--- src/rtl/regfile.sv ---
// -----------------------------------------------------------------------------
// regfile : RV32 integer register file, 32 x DATA_WIDTH.
//   - Two combinational read ports (rs1, rs2), one synchronous write port (rd).
//   - x0 is hardwired to zero; writes to it are discarded.
//   - Asynchronous active-low reset clears every register.
//   - Optional build macro REGFILE_BYPASS_EN: forward rd_data to a read port
//     in the same cycle when that port reads the register being written.
// -----------------------------------------------------------------------------
module regfile #(
   parameter int unsigned DATA_WIDTH = 32,
   parameter int unsigned ADDR_WIDTH = 5
) (
   input  logic                  clk,
   input  logic                  rst_n,
   input  logic [ADDR_WIDTH-1:0] rs1_addr,
   input  logic [ADDR_WIDTH-1:0] rs2_addr,
   input  logic [ADDR_WIDTH-1:0] rd_addr,
   input  logic [DATA_WIDTH-1:0] rd_data,
   input  logic                  reg_write,
   output logic [DATA_WIDTH-1:0] rs1_data,
   output logic [DATA_WIDTH-1:0] rs2_data
);

   localparam int unsigned NREG = 2 ** ADDR_WIDTH;

   logic [DATA_WIDTH-1:0] regs [NREG];

   // A write takes effect only out of reset, when enabled, and never for x0.
   logic wr_fire;
   assign wr_fire = rst_n & reg_write & (rd_addr != '0);

   // Register storage: async clear, rising-edge write of the addressed entry.
   // x0 is also cleared and never written, so it stays zero and folds away.
   always_ff @(posedge clk or negedge rst_n) begin
      if (!rst_n) begin
         regs <= '{default: '0};
      end else if (wr_fire) begin
         regs[rd_addr] <= rd_data;
      end
   end

   // Combinational read ports; address 0 is forced to zero independently of
   // the storage so no earlier x0 write attempt can ever be observed.
   always_comb begin
      rs1_data = '0;
      rs2_data = '0;
      if (rs1_addr != '0) begin
         rs1_data = regs[rs1_addr];
      end
      if (rs2_addr != '0) begin
         rs2_data = regs[rs2_addr];
      end
`ifdef REGFILE_BYPASS_EN
      // Same-cycle forwarding of the pending write; wr_fire already excludes
      // x0, disabled writes and reset, so those cases keep the stored path.
      if (wr_fire && (rd_addr == rs1_addr)) begin
         rs1_data = rd_data;
      end
      if (wr_fire && (rd_addr == rs2_addr)) begin
         rs2_data = rd_data;
      end
`endif
   end

endmodule

--- config.mk ---
export PLATFORM = sky130hd
export DESIGN_NAME = regfile
export DESIGN_NICKNAME = d
export VERILOG_FILES = /design/src/rtl/regfile.sv
export SDC_FILE = /design/constraint.sdc
export NUM_CORES = 2
export LEC_CHECK = 0
export ABC_CLOCK_PERIOD_IN_PS = 2300
export BUFFER_PORTS_ARGS = -buffer_cell sky130_fd_sc_hd__buf_4
export CAP_MARGIN = 20
export CORE_ASPECT_RATIO = 0.75
export CORE_MARGIN = 5
export CORE_UTILIZATION = 66
export CTS_BUF_LIST = sky130_fd_sc_hd__clkbuf_8
export CTS_CLUSTER_DIAMETER = 40
export CTS_CLUSTER_SIZE = 20
export DETAILED_ROUTE_END_ITERATION = 8
export GPL_TIMING_DRIVEN = 1
export PLACE_DENSITY = 0.83
export REMOVE_ABC_BUFFERS = 1
export SLEW_MARGIN = 20
export SYNTH_ARGS = -nofsm -noshare
export SYNTH_HDL_FRONTEND = slang
export SYNTH_SLANG_ARGS = --single-unit
--- constraint.sdc ---
create_clock -name clk -period 2.3 [get_ports clk]
set_input_delay 0.345 -clock clk [delete_from_list [all_inputs] [get_ports clk]]
set_output_delay 0.345 -clock clk [all_outputs]
set_load 0.005 [all_outputs]
Word-level counts from Yosys, hierarchy flattened
Cells that the tools add are included.

Word-level logic and storage cells: 56. Output and inout bits: 64. Flip-flop bits (word level): 1024.

Bitwise gates (word level): 5. Reductions and logical operators: 4. Muxes and demuxes: 11. Magnitude comparators: 4.

Operators with widths (count): $bwmux 1024 (1); $bmux 32 s5 (2); $mux 32 (7); $demux 32 s5 (1); $ge 6x6->1 const B (3); $not 5->6 (3); $reduce_bool 5->1 (3); $lt 6x1->1 const B (1); $and 1x1->1 (2); $logic_and 1x1->1 (1).

Logic depth before layout (Yosys ltp)
Depth in word-level cells: 6. Mapped depth: 7. Gate-level depth less buffers: 4.

Worst setup path after synthesis
No wires, ideal clock.

Path type: input -> output. Start point: in rs1_addr[1]. End point: out rs1_data[10]. Buffers on the path: 2. Arrival: 1.762 ns. Path slack: 0.193 ns. Cell stages on the path: 6. Cell sequence: buf_2 -> buf_2 -> mux4_2 -> mux2_2 -> o21ai_0 -> a311oi_1.

Cells in the longest elaborated chain, start to end: 5. Elaborated cells between the ends (all ways): 6. Those cells by class: 4 x mux; 1 x bitwise; 1 x reduce/logical.

Ends and longest elaborated chain: from (decl) (RTL line 15) `input logic [ADDR_WIDTH-1:0] rs1_addr,`; $not 5->6 (not written as such) (RTL line 48) `rs1_data = regs[rs1_addr];`; $bmux 32 s5 (RTL line 48); $mux 32 (not written as such) (2 in series) (RTL line 48); $mux 32 (*) (RTL line 47) `if (rs1_addr != '0) begin`; to (decl) (RTL line 20) `output logic [DATA_WIDTH-1:0] rs1_data,`.

Every way passes the cells marked *; elsewhere a longest branch is shown, timed or not. The select of a mux whose other input is x is not followed.

Worst setup path after layout
Start point: reg regs[664] (netlist name). End point: out rs2_data[24].

Cells in the longest elaborated chain, start to end: 4.

Ends and longest elaborated chain: from (decl) (RTL line 26) `logic [DATA_WIDTH-1:0] regs [NREG];`; from (signal, indexed assignment) (RTL line 38) `regs[rd_addr] <= rd_data;`; $bmux 32 s5 (RTL line 51) `rs2_data = regs[rs2_addr];`; $mux 32 (not written as such) (2 in series) (RTL line 51); $mux 32 (RTL line 50) `if (rs2_addr != '0) begin`; to (decl) (RTL line 21) `output logic [DATA_WIDTH-1:0] rs2_data`.

Every way passes these cells. The select of a mux whose other input is x is not followed.

==> impl_metrics.ini <==
[status]
outcome = finished, violations left
failed_checks = negative setup slack

[synth]
yosysWarningCount = 0
synth_top_cell_by_area = dfrtp_1
syn_avg_cell_area_um2 = 15.05
yosys.cell_count.top_type = dfrtp_1
synth_edf_count = 0
postSynth.asyncResetShare_pct = 100.0
synth_common_cells = dfrtp_1 (1024), mux2_2 (993), mux4_2 (448)
synthCells = 3624
synth_seq_cells = 1024
syn_area_mm2 = 0.05456
synth.top_cell.area_share_pct = 46.97
yosysSeqAreaShare_pct = 46.97
synth_flop_cell = dfrtp_1
ys_types = 40
synth_area_leaders = dfrtp_1 (47%), mux2_2 (20%), mux4_2 (18%)

[placement]
placed_cell_area_mm2 = 0.05968
place.port_buffers = 113
routabilityCongestion = 0.9264
hpwl_mm = 110.0

[timing]
slew_violations = 0
post-route-min-period_ns = 2.936
finalSetupTns_ns = -28.91
hold_violations = 0
setup_viol = 64
fmax_mhz = 340.6
skew_ns = 0
rsz0062_at_grt = yes
slew_headroom_pct = 32.65
fin_crit_sh_pct = 127.7
worst_pin_slew_ns = 1.010
finalWorstSetupSlack_ns = -0.6364

[clock_tree]
cts_made_buffers = 120
clk_pin_slew_ns = 0.09
clk_latency_ns = 0.80
cts_tree = done
htreeDepth = 3
clk_path_buf_depth = 3
clkSinkCount = 1024
cts_root_buf = clkbuf_8

[route]
first_iter_violations = 5083
drc = 0
wirelength_mm = 178.7
drtPass1Iterations = 6
vias_per_cell = 7.529
wl_per_cell_um = 34.90
vias = 38565
ant_nets = 0

[worst_setup_path]
worstSetupStartpointType = register
crit_type = register to output port
required_ns = 1.96
critPathCaptureType = output port
crit-reg2reg-launch = regs[830]
crit_fanout = 3
cp.arrival_ns = 2.59
startpoint = regs[664]
rrSetupSlack_ns = 1.25

[power]
ir_worst_vdd_mv = 0.4885
power_density_mw_per_mm2 = 712.7
design_power_total_uw = 45920
p_leak_uw = 0.02877

[layout]
reg_top3 = regs (1024)
top_register = regs
largest_register_ffs = 1024
drive_above_1_share_pct = 63.03
nets = 3943
area_growth_syn_to_layout_pct = 18.08
final_design_area_no_fill_mm2 = 0.06442

[min_path]
hp-start = rd_data[26]
min_path_type = input port to register

[die]
die-area_mm2 = 0.08857
design.portCount = 114
core-area_mm2 = 0.08209
die_w_um = 342.0
num_rows = 91
initial_core_util_pct = 66.46
die_h_um = 259.0

[global_route]
grt_pass1_wl_mm = 266.1
grt_max_degree = 206
first_global_vias = 40697
grt_overflow_total = 0
grt_antenna_before_repair = 6
grt_util_all_layers_pct = 40.43

[run]
maxCapViolCount = 0
logic make-up after synthesis:
family / synth area share, %
multiplexers: 42.84
flip-flops: 46.97
buffers and inverters: 3.644
AO/OA/AOI/OAI: 4.843
AND/OR/NAND/NOR: 1.702
worst paths after layout:
path / end / cells after the start
hold / removal: regs[762] / 2
setup reg to reg: regs[830] / 3
min in group asynchronous: regs[365] / 3
max in group asynchronous: regs[738] / 5
setup / recovery: rs2_data[24] / 6
hold reg to reg: regs[1005] / 0
placed cells by master (no fill, tap or decap), types with 36 or more instances in the layout:
cell type / instances
a211oi_2: 56
mux4_2: 448
mux2_2: 946
a22oi_1: 52
nor2b_1: 61
dfrtp_1: 1024
nand2_1: 36
mux2_4: 77
clkbuf_8: 131
o21ai_2: 57
buf_12: 121
buf_4: 417
a311oi_2: 38
mux2i_1: 127
worst max-delay path, stage by stage (launching register included):
cell and delay (ns):
dfrtp_1 0.45, mux4_2 0.49, mux2_4 0.29, o21ai_2 0.15, a311oi_2 0.06, buf_4 0.21
buf_6 0.11
metal layers:
layer	up-vias	part of all wire, %	global-route usage (%)
li1	14621	-	-
met2	3011	44	59.32
met3	844	14	15.83
met4	2	6.6	21.13
met1	20087	35	52.90
met5	-	0.0062	0
metrics by stage:
stage / hold slack, ns / worst slack (ns) / util [%] / instances
after floorplan: 0.04941 / -1.151 / - / 3194
after global placement: 0.3766 / -0.4585 / 72.70 / 4834
after detailed placement: 0.3842 / -0.4847 / 72.70 / 4834
after CTS: 0.001790 / -0.5817 / 77.83 / 5105
after global routing: 0.02864 / -0.6657 / 78.46 / 5116
final: 0.05386 / -0.6364 / 78.48 / 5122
final cells by class:
class,instances,area (um^2)
fill,4297,17670
antenna,6,15.01
tap,1116,1396
clock buffer,131,1803
clock inverter,98,953.4
sequential,1024,25620
timing repair buffer,577,5996
multi-input combinational,2168,28630
inverter,2,10.01
power breakdown:
part           internal [uW]  switching, uW  total [uW]
Sequential             20300           1900       22200
Combinational           5360           4010        9370
Clock                   6340           8030       14400
Total                  32000          13900       45900
timing repair:
item | 4_1_cts | 5_1_grt
pin swaps | 55 | 61
setup endpoints to repair | 64 | 64
buffers inserted | 40 | 14
resized for setup | 290 | 96
hold buffers | 25 | 0
endpoints found under the hold margin | 325 | 0
Power figures use the tool's default switching activity.
